==> src/rtl/spi_pkg.sv <==
// Shared constants and types for the SPI responder.
`timescale 1ns/1ps
package spi_pkg;

  localparam int unsigned FRAME_W = 12;
  localparam int unsigned CNT_W   = 4;

  localparam logic [FRAME_W-1:0] IDLE_WORD_DEF = 12'h000;

  typedef enum logic [1:0] {
    IDLE,
    SHIFT,
    HOLD
  } state_e;

endpackage

==> src/rtl/spi_sync_edge.sv <==
// Multi-flop synchronizer with rising/falling edge pulses on the synchronized level.
`timescale 1ns/1ps
module spi_sync_edge #(
  parameter int unsigned STAGES  = 2,
  parameter logic        RST_VAL = 1'b0
) (
  input  logic clk,
  input  logic rst,
  input  logic d_i,
  output logic sync_o,
  output logic rise_c,
  output logic fall_c
);

  logic [STAGES-1:0] sync_q;
  logic              prev_q;

  always_ff @(posedge clk or posedge rst) begin
    if (rst) begin
      sync_q <= {STAGES{RST_VAL}};
      prev_q <= RST_VAL;
    end else begin
      sync_q <= {sync_q[STAGES-2:0], d_i};
      prev_q <= sync_q[STAGES-1];
    end
  end

  assign sync_o = sync_q[STAGES-1];
  assign rise_c = sync_o & ~prev_q;
  assign fall_c = ~sync_o & prev_q;

endmodule

==> src/rtl/spi_responder.sv <==
// 12-bit LSB-first SPI responder (mode 0) with a one-word tx holding buffer.
// Optional sticky tx underrun flag enabled by SPI_RESPONDER_UNDERRUN_EN.
`timescale 1ns/1ps
module spi_responder
  import spi_pkg::*;
#(
  parameter int unsigned         SYNC_STAGES = 2,
  parameter logic [FRAME_W-1:0]  IDLE_WORD   = IDLE_WORD_DEF
) (
  input  logic               clk,
  input  logic               rst,
  input  logic               sclk,
  input  logic               cs,
  input  logic               mosi,
  output logic               miso,
  input  logic [FRAME_W-1:0] tx_data,
  input  logic               tx_valid,
  output logic               tx_ready,
  output logic [FRAME_W-1:0] rx_data,
  output logic               rx_valid,
  output logic               frame_err
`ifdef SPI_RESPONDER_UNDERRUN_EN
  ,
  input  logic               underrun_clr,
  output logic               tx_underrun
`endif
);

  localparam int unsigned FLUSH_W = 3;

  logic sclk_s, sclk_rise, sclk_fall;
  logic cs_s, cs_rise, cs_fall;
  logic mosi_s;
  logic [SYNC_STAGES-1:0] mosi_sync_q;

  spi_sync_edge #(.STAGES(SYNC_STAGES), .RST_VAL(1'b0)) u_sclk_sync (
    .clk    (clk),
    .rst    (rst),
    .d_i    (sclk),
    .sync_o (sclk_s),
    .rise_c (sclk_rise),
    .fall_c (sclk_fall)
  );

  spi_sync_edge #(.STAGES(SYNC_STAGES), .RST_VAL(1'b1)) u_cs_sync (
    .clk    (clk),
    .rst    (rst),
    .d_i    (cs),
    .sync_o (cs_s),
    .rise_c (cs_rise),
    .fall_c (cs_fall)
  );

  // Same depth as the sclk chain so mosi is sampled in step with the detected edge.
  always_ff @(posedge clk or posedge rst) begin
    if (rst) mosi_sync_q <= '0;
    else     mosi_sync_q <= {mosi_sync_q[SYNC_STAGES-2:0], mosi};
  end
  assign mosi_s = mosi_sync_q[SYNC_STAGES-1];

  // After reset, frames are accepted only once an idle bus has been seen through flushed synchronizers.
  logic [FLUSH_W-1:0] flush_q;
  logic               flush_done;
  logic               armed_q;

  assign flush_done = (flush_q == FLUSH_W'(SYNC_STAGES));

  always_ff @(posedge clk or posedge rst) begin
    if (rst) begin
      flush_q <= '0;
      armed_q <= 1'b0;
    end else begin
      if (!flush_done) flush_q <= flush_q + FLUSH_W'(1);
      if (flush_done && cs_s && !sclk_s) armed_q <= 1'b1;
    end
  end

  state_e             state_q, state_d;
  logic [CNT_W-1:0]   cnt_q, cnt_d;
  logic [FRAME_W-1:0] rx_sh_q, rx_sh_d;
  logic [FRAME_W-1:0] tx_sh_q, tx_sh_d;
  logic [FRAME_W-1:0] buf_q, buf_d;
  logic [FRAME_W-1:0] rx_data_q, rx_data_d;
  logic               tx_ready_q, tx_ready_d;
  logic               miso_q, miso_d;
  logic               rx_valid_q, rx_valid_d;
  logic               frame_err_q, frame_err_d;
  logic               start_empty;
  logic               tx_hs;

  always_ff @(posedge clk or posedge rst) begin
    if (rst) begin
      state_q     <= IDLE;
      cnt_q       <= '0;
      rx_sh_q     <= '0;
      tx_sh_q     <= '0;
      buf_q       <= '0;
      rx_data_q   <= '0;
      tx_ready_q  <= 1'b1;
      miso_q      <= 1'b0;
      rx_valid_q  <= 1'b0;
      frame_err_q <= 1'b0;
    end else begin
      state_q     <= state_d;
      cnt_q       <= cnt_d;
      rx_sh_q     <= rx_sh_d;
      tx_sh_q     <= tx_sh_d;
      buf_q       <= buf_d;
      rx_data_q   <= rx_data_d;
      tx_ready_q  <= tx_ready_d;
      miso_q      <= miso_d;
      rx_valid_q  <= rx_valid_d;
      frame_err_q <= frame_err_d;
    end
  end

  always_comb begin
    state_d     = state_q;
    cnt_d       = cnt_q;
    rx_sh_d     = rx_sh_q;
    tx_sh_d     = tx_sh_q;
    buf_d       = buf_q;
    rx_data_d   = rx_data_q;
    tx_ready_d  = tx_ready_q;
    miso_d      = miso_q;
    rx_valid_d  = 1'b0;
    frame_err_d = 1'b0;
    start_empty = 1'b0;
    tx_hs       = tx_valid && tx_ready_q;

    if (tx_hs) begin
      buf_d      = tx_data;
      tx_ready_d = 1'b0;
    end

    case (state_q)
      IDLE: begin
        miso_d = 1'b0;
        if (cs_fall && armed_q) begin
          state_d = SHIFT;
          cnt_d   = '0;
          rx_sh_d = '0;
          // A word arriving on the start cycle bypasses the buffer.
          if (!tx_ready_q) begin
            tx_sh_d    = buf_q;
            tx_ready_d = 1'b1;
          end else if (tx_hs) begin
            tx_sh_d    = tx_data;
            tx_ready_d = 1'b1;
          end else begin
            tx_sh_d     = IDLE_WORD;
            start_empty = 1'b1;
          end
          miso_d = tx_sh_d[0];
        end
      end
      SHIFT: begin
        if (cs_rise) begin
          state_d     = IDLE;
          frame_err_d = 1'b1;
          miso_d      = 1'b0;
          cnt_d       = '0;
        end else if (sclk_rise) begin
          rx_sh_d = {mosi_s, rx_sh_q[FRAME_W-1:1]};
          cnt_d   = cnt_q + CNT_W'(1);
          if (cnt_q == CNT_W'(FRAME_W - 1)) begin
            state_d    = HOLD;
            rx_data_d  = rx_sh_d;
            rx_valid_d = 1'b1;
            miso_d     = 1'b0;
          end
        end else if (sclk_fall) begin
          tx_sh_d = {1'b0, tx_sh_q[FRAME_W-1:1]};
          miso_d  = tx_sh_q[1];
        end
      end
      HOLD: begin
        miso_d = 1'b0;
        if (cs_rise) state_d = IDLE;
      end
      default: begin
        state_d = IDLE;
        miso_d  = 1'b0;
      end
    endcase
  end

  assign miso      = miso_q;
  assign tx_ready  = tx_ready_q;
  assign rx_data   = rx_data_q;
  assign rx_valid  = rx_valid_q;
  assign frame_err = frame_err_q;

`ifdef SPI_RESPONDER_UNDERRUN_EN
  logic underrun_q;

  // Set wins over a same-cycle clear.
  always_ff @(posedge clk or posedge rst) begin
    if (rst)               underrun_q <= 1'b0;
    else if (start_empty)  underrun_q <= 1'b1;
    else if (underrun_clr) underrun_q <= 1'b0;
  end

  assign tx_underrun = underrun_q;
`endif

endmodule

==> config.mk <==
export PLATFORM = sky130hd
export DESIGN_NAME = spi_responder
export DESIGN_NICKNAME = d
export VERILOG_FILES = /design/src/rtl/spi_pkg.sv /design/src/rtl/spi_sync_edge.sv /design/src/rtl/spi_responder.sv
export SDC_FILE = /design/constraint.sdc
export NUM_CORES = 1
export LEC_CHECK = 0
export CAP_MARGIN = 20
export CORE_ASPECT_RATIO = 1.4
export CORE_MARGIN = 4
export CORE_UTILIZATION = 25
export CTS_CLUSTER_DIAMETER = 120
export DETAILED_ROUTE_END_ITERATION = 7
export PLACE_DENSITY = 0.49
export SLEW_MARGIN = 20
export SYNTH_ARGS = -nofsm -noshare
export SYNTH_HDL_FRONTEND = slang
export SYNTH_SLANG_ARGS = --single-unit
==> constraint.sdc <==
create_clock -name clk -period 2.1 [get_ports clk]
set_clock_uncertainty 0.2 [all_clocks]
set_input_delay 0.315 -clock clk [delete_from_list [all_inputs] [get_ports clk]]
set_output_delay 0.315 -clock clk [all_outputs]
set_load 0.01 [all_outputs]
==> results of run 1 <==
==> path summary, 6_finish.rpt <==
check,to,slack [ns],cells after the start
max reg2reg,cnt_q[3],0.12,4
min,tx_sh_q[1],0.12,2
max,cnt_q[3],0.12,4
min reg2reg,u_sclk_sync.sync_q[1],0.15,0
min in group clk,u_sclk_sync.sync_q[1],0.15,0
max in group asynchronous,u_cs_sync.sync_q[0],1.03,3
==> flip-flops by register name, indices dropped and copies added, names as in the netlist <==
register	cells
tx_ready	1
rx_valid	1
rx_sh_q	11
cnt_q	4
state_q	2
miso	1
buf_q	12
u_sclk_sync.prev_q	1
u_sclk_sync.sync_q	2
mosi_sync_q	2
armed_q	1
frame_err	1
rx_data	12
u_cs_sync.sync_q	2
flush_q	3
tx_sh_q	11
u_cs_sync.prev_q	1
==> Yosys cell counts (2+ instances only) <==
library cell	number	share of area, %
ha_1	5	2.1
mux2i_1	2	0.68
nand2_1	62	7.9
mux2_4	9	4.6
inv_1	8	1.0
nand3b_1	2	0.51
dfrtp_1	64	54
nor2_1	26	3.3
a221oi_1	10	3.0
buf_2	2	0.34
buf_6	3	1.1
clkbuf_1	5	0.63
nand3_1	3	0.51
dfstp_2	4	3.6
mux2_1	9	3.4
mux2_2	5	1.9
a21oi_1	7	1.2
nand2b_1	4	0.85
nor2b_1	3	0.63
o32a_1	2	0.68
o2111ai_1	2	0.59
buf_1	2	0.25
o21ai_0	15	2.5
==> area by class of cell <==
cell class | instances | area, µm²
clock buffers | 12 | 246
clock inverters | 4 | 25.0
fillers | 1142 | 7570
inverters | 9 | 37.5
multi-input cells | 180 | 1160
flip-flops and latches | 68 | 1710
well taps | 144 | 180
repair buffers | 53 | 531
==> report_power, final <==
group,leakage [nW],internal [mW],switching (mW)
Combinational,0.772,0.385,0.340
Sequential,0.871,1.54,0.131
Clock,0.129,0.827,0.542
Total,1.77,2.75,1.01
==> metal layers <==
| metal | global-route usage (%) | wire length [µm] | vias up |
|---|---|---|---|
| li1 | - | - | 1022 |
| met1 | 13.5 | 2960 | 1011 |
| met2 | 15.3 | 2860 | 34 |
| met3 | 3.11 | 270 | 15 |
| met4 | 5.77 | 179 | 0 |
| met5 | 0 | 0 | - |
==> metrics by stage <==
| stage | util [%] | power (mW) | cell area, µm² | worst slack, ns |
|---|---|---|---|---|
| after global placement | 31.5 | 2.41 | 3600 | 0.0456 |
| after CTS | 33.8 | 3.82 | 3870 | 0.0376 |
| after global routing | 33.9 | 4.01 | 3880 | 0.0223 |
| after detailed placement | 31.5 | 2.42 | 3600 | 0.0559 |
| final | 33.9 | 3.76 | 3880 | 0.125 |
| after floorplan | - | 2.18 | 2960 | 0.245 |
==> cell usage in the layout, fill, tap and decap left out, drive strengths merged, types with 2 or more instances in the layout <==
master,Yosys,layout
buf,7,20
o2111ai,2,2
nand2,63,63
a21oi,7,7
clkinv,0,2
dfstp,4,4
a221oi,10,10
inv,9,8
clkdlybuf4s50,0,33
clkinvlp,0,3
nor2,26,26
ha,5,5
o21ai,15,15
nand3b,2,2
mux2i,2,2
mux2,23,23
dfrtp,64,64
nor2b,3,3
nand3,3,3
nand2b,4,4
clkbuf,5,12
o32a,2,2
==> worst max-delay path, delay by kind of cell, from the launching register on <==
family	cells	cell delay [ns]
DFF	1	0.57
AOI/OAI and AO/OA	2	0.43
muxes	1	0.35
and+or+nand+nor	1	0.32
==> cells by family (layout without fill, tap and decap cells) <==
logic type | count (synthesis) | after routing | share of synthesized area [%]
multiplexers | 25 | 25 | 10.6
adder cells (fa/ha/maj) | 5 | 5 | 2.12
flip-flops | 68 | 68 | 57.7
XOR/XNOR | 1 | 1 | 0.296
AND/OR/NAND/NOR | 106 | 106 | 15.7
AO/OA/AOI/OAI | 43 | 43 | 10.2
buffers and inverters | 21 | 78 | 3.51
==> impl_metrics.py, run 1 <==
metrics = {
    "logic_synthesis": {
        "netlist_instances": 269,
        "syn_area_mm2": 0.00296,
        "synth-main-ff-cell": "dfrtp_1",
        "synth-edff-count": 0,
        "ys_seq_area_share_pct": 57.7,
        "synth-async-reset-ratio_pct": 100,
        "yosysWarnings": 0,
        "ys_seq_elements": 68,
        "synth_nets": 292,
        "synth_cell_types": 38,
        "avgSynthCellArea_um2": 11.0,
    },
    "clock_network": {
        "ctsHoldBuffers": 0,
        "post_cts_buffers": 0,
        "htreeDepth": 3,
        "clkTransAtPathRegs_ns": 0.06,
        "cts_tree": "done",
        "cts_resized": 0,
        "clk_latency_ns": 0.33,
        "cts_root_buf": "clkbuf_16",
        "cts_buffers": 9,
        "clk_path_buf_depth": 2,
        "clock_sinks": 68,
    },
    "floorplanning": {
        "fp-row-count": 46,
        "coreArea_mm2": 0.0115,
        "pin_count": 34,
        "die-width_um": 99.9,
        "die_height_um": 137,
        "die-area_mm2": 0.0137,
        "initial_core_util_pct": 25.8,
    },
    "critical_path": {
        "required_ns": 2.11,
        "critPathSlowestCell": "dfstp_2",
        "end_kind": "flip-flop",
        "crit_chain": "nor2b_1 -> o21ai_0 -> a21oi_1 -> mux2_2",
        "r2r_start": "u_cs_sync.sync_q[1]",
        "crit_fanout": 6,
        "worst_setup_path_start_kind": "flip-flop",
        "critical_path_arrival_ns": 1.99,
        "worst_path_largest_cell_delay_ns": 0.57,
        "setup.worst_path.start": "u_cs_sync.sync_q[1]",
        "crit_type": "flip-flop to flip-flop",
    },
    "routing": {
        "dr.pass1.iters": 4,
        "drt_iter0_markers": 98,
        "drc_errors": 0,
        "wl_per_cell_um": 13.3,
        "totalWireLength_mm": 6.27,
        "drtAntennaViolNets": 0,
        "via_per_inst": 4.43,
        "vias": 2082,
    },
    "global_route": {
        "grt_pass1_wl_mm": 10.8,
        "grt_pass1_vias": 2151,
        "grt_start_max_net_pins": 24,
        "antenna_found_initial": 0,
        "grt_remaining_overflow": 0,
        "track_usage_pct": 10.4,
    },
    "timing": {
        "slew_headroom_pct": 67.7,
        "max_freq_mhz": 506,
        "slew_viol_final": 0,
        "setup_violations": 0,
        "min_period_ns": 1.98,
        "whs_ns": 0.125,
        "tightest_slew_ns": 0.484,
        "hold_violations": 0,
        "rsz0062_at_grt": "no",
        "timing.setup.tns_ns": 0,
        "post-route-period-util_pct": 94.1,
    },
    "power_and_ir_drop": {
        "vdd_drop_max_v": 0.000382,
        "leakage_nw": 1.77,
        "p_per_area_mw_per_mm2": 969,
    },
    "placement": {
        "gp_congestion": 0.747,
        "dp_cells": 454,
        "dp_hpwl_mm": 4.31,
        "numPortBuffers": 33,
    },
    "finish": {
        "drive_above_1_share_pct": 18.4,
        "post_layout_nonfiller_instances": 470,
        "layout.nets": 344,
        "area_growth_pct": 31.3,
        "diodes": 0,
    },
    "status": {
        "status": "completed",
    },
    "hold_path": {
        "min_path_type": "input port to asynchronous set/reset pin",
    },
    "job": {
        "maxCapViolCount": 0,
    },
}
Power figures use the tool's default switching activity.
==> run 2, diff against run 1 <==
SLEW_MARGIN = 5   (was 20)
==> results of run 2 <==
Final layout, timing and power as in run 1 (identical DEF).
==> run 3, diff against run 2 <==
CORE_ASPECT_RATIO = 1.2   (was 1.4)
clock period = 1.7 ns   (was 2.1 ns; I/O delays follow)
==> impl_metrics.py, run 3 (synthesized netlist as in run 1, its figures left out) <==
metrics = {
    "status": {
        "status": "complete, but fails checks",
        "violations": "negative setup slack",
    },
    "timing": {
        "max_freq_mhz": 551,
        "tightest_slew_ns": 0.358,
        "slew_headroom_pct": 76.1,
        "setup_violations": 35,
        "min_period_ns": 1.81,
        "slew_viol_final": 0,
        "hold_violations": 0,
        "post-route-period-util_pct": 107,
        "rsz0062_at_grt": "yes",
        "worst_slack_ns": -0.115,
    },
    "routing": {
        "met2WireLength_mm": 3.14,
        "dr.pass1.iters": 4,
        "via_per_inst": 4.29,
        "totalWireLength_mm": 6.35,
        "top_layer": "met4",
        "drc_errors": 0,
        "vias": 2156,
        "wl_per_cell_um": 12.6,
        "dr_wl_met3_um": 219,
        "drtAntennaViolNets": 0,
        "met1_length_mm": 2.85,
        "drt_iter0_markers": 105,
    },
    "clock_network": {
        "clk_path_buf_depth": 2,
        "htreeDepth": 3,
        "clk_latency_ns": 0.33,
        "clock_sinks": 68,
        "cts_tree": "done",
        "cts_root_buf": "clkbuf_16",
        "clkTransAtPathRegs_ns": 0.06,
        "ctsHoldBuffers": 0,
        "cts_buffers": 9,
    },
    "finish": {
        "layout_common_cells": "64 x dfrtp_1, 58 x nand2_1, 29 x buf_4",
        "final_common_cell": "dfrtp_1",
        "area_growth_pct": 44.2,
        "drive_above_1_share_pct": 28.9,
        "utilization_pct": 36.9,
        "layout.nets": 364,
        "post_layout_nonfiller_instances": 503,
        "diodes": 0,
        "fillers": 1107,
    },
    "placement": {
        "gp_congestion": 0.810,
        "numPortBuffers": 33,
        "preCtsSetupSlack_ns": -0.255,
        "dp_cells": 484,
        "dp_hpwl_mm": 4.46,
    },
    "power_and_ir_drop": {
        "total_power_mw": 4.92,
        "vdd_drop_max_v": 0.000376,
        "p_per_area_mw_per_mm2": 1150,
        "leakage_nw": 2.13,
    },
    "global_route": {
        "track_usage_pct": 10.0,
        "grt_start_max_net_pins": 23,
        "grt_pass1_vias": 2182,
        "grt_pass1_wl_mm": 10.7,
        "grt_remaining_overflow": 0,
        "antenna_found_initial": 0,
    },
    "critical_path": {
        "crit_fanout": 4,
        "worstRegToRegCells": 5,
        "critical_path_arrival_ns": 1.82,
        "rrSetupSlack_ns": -0.11,
        "r2r_start": "u_cs_sync.prev_q",
        "end_kind": "flip-flop",
        "timing.rr.end": "cnt_q[3]",
        "setup.worst_path.start": "u_cs_sync.prev_q",
        "worst_setup_path_start_kind": "flip-flop",
        "crit_type": "flip-flop to flip-flop",
        "required_ns": 1.71,
    },
    "job": {
        "maxCapViolCount": 0,
    },
    "floorplanning": {
        "die-width_um": 107,
        "coreArea_mm2": 0.0116,
        "fp-row-count": 43,
        "initial_core_util_pct": 25.6,
        "die-area_mm2": 0.0136,
        "die_height_um": 127,
        "pin_count": 34,
    },
    "hold_path": {
        "min_path_type": "input port to asynchronous set/reset pin",
    },
}
-- run 3: cell count changes in the layout (fill, tap and decap cells not counted), moves of 3 or more --
cell | previous run | this run
nand2_1 | 62 | 58
a21oi_2 | 0 | 4
dlymetal6s2s_1 | 0 | 9
a21oi_1 | 7 | 2
o21ai_0 | 15 | 3
clkdlybuf4s50_1 | 33 | 21
nand2_2 | 1 | 4
o21ai_1 | 0 | 9
buf_4 | 16 | 29
nand2b_1 | 4 | 1
o21ai_2 | 0 | 3
buf_12 | 4 | 7
-- run 3: how the worst max path moves through the flow --
stage	cells past startpoint	endpoint	slack, ns
6_report	5	cnt_q[3]	-0.11
3_3_place_gp	6	tx_sh_q[1]	-0.23
4_1_cts	5	rx_data[10]	-0.13
3_5_place_dp	6	tx_sh_q[1]	-0.25
5_1_grt	5	tx_sh_q[4]	-0.18
2_1_floorplan	6	rx_data[0]	-0.15
-- run 3: critical path, stage by stage (launching register included) --
cell and delay [ns]:
dfstp_2 0.53, nand4bb_1 0.15, buf_4 0.19, nand2b_4 0.16, a21oi_4 0.15, mux2_4 0.31
-- run 3: final cells by class --
type	count	area [µm²]	area share, %
flip-flops and latches	68	1710	40.0
multi-input cells	180	1250	29.3
repair buffers	73	781	18.3
clock buffers	11	243	5.69
well taps	157	196	4.60
clock inverters	5	52.6	1.23
inverters	9	37.5	0.880
-- run 3: what timing repair did --
action                     4_1_cts  5_1_grt
gates cloned                     0        2
pin swaps                        3        2
resized for setup               22       27
setup endpoints to repair       39       48
hold endpoints to repair         0        0
setup buffers                    1        0
-- run 3: where the power goes --
part | total [mW] | internal [mW] | switching [mW]
logic | 1.04 | 0.580 | 0.462
registers | 2.07 | 1.90 | 0.165
clock network | 1.82 | 1.17 | 0.650
-- run 3: per-stage QoR --
step / TNS (ns) / area [µm²] / hold WS [ns]
after CTS: -2.96 / 4150 / 0.0592
after global routing: -5.11 / 4270 / 0.0779
final: -2.80 / 4270 / 0.0616
after detailed placement: -4.72 / 3800 / 0.136
after global placement: -4.23 / 3800 / 0.133
after floorplan: -2.45 / 2980 / 0.0595
-- run 3: metal layers --
layer  track usage, %  vias up
met2             16.4       26
met5                0        -
met1             11.9     1051
met3             2.93       10
li1                 -     1069
met4             5.19        0
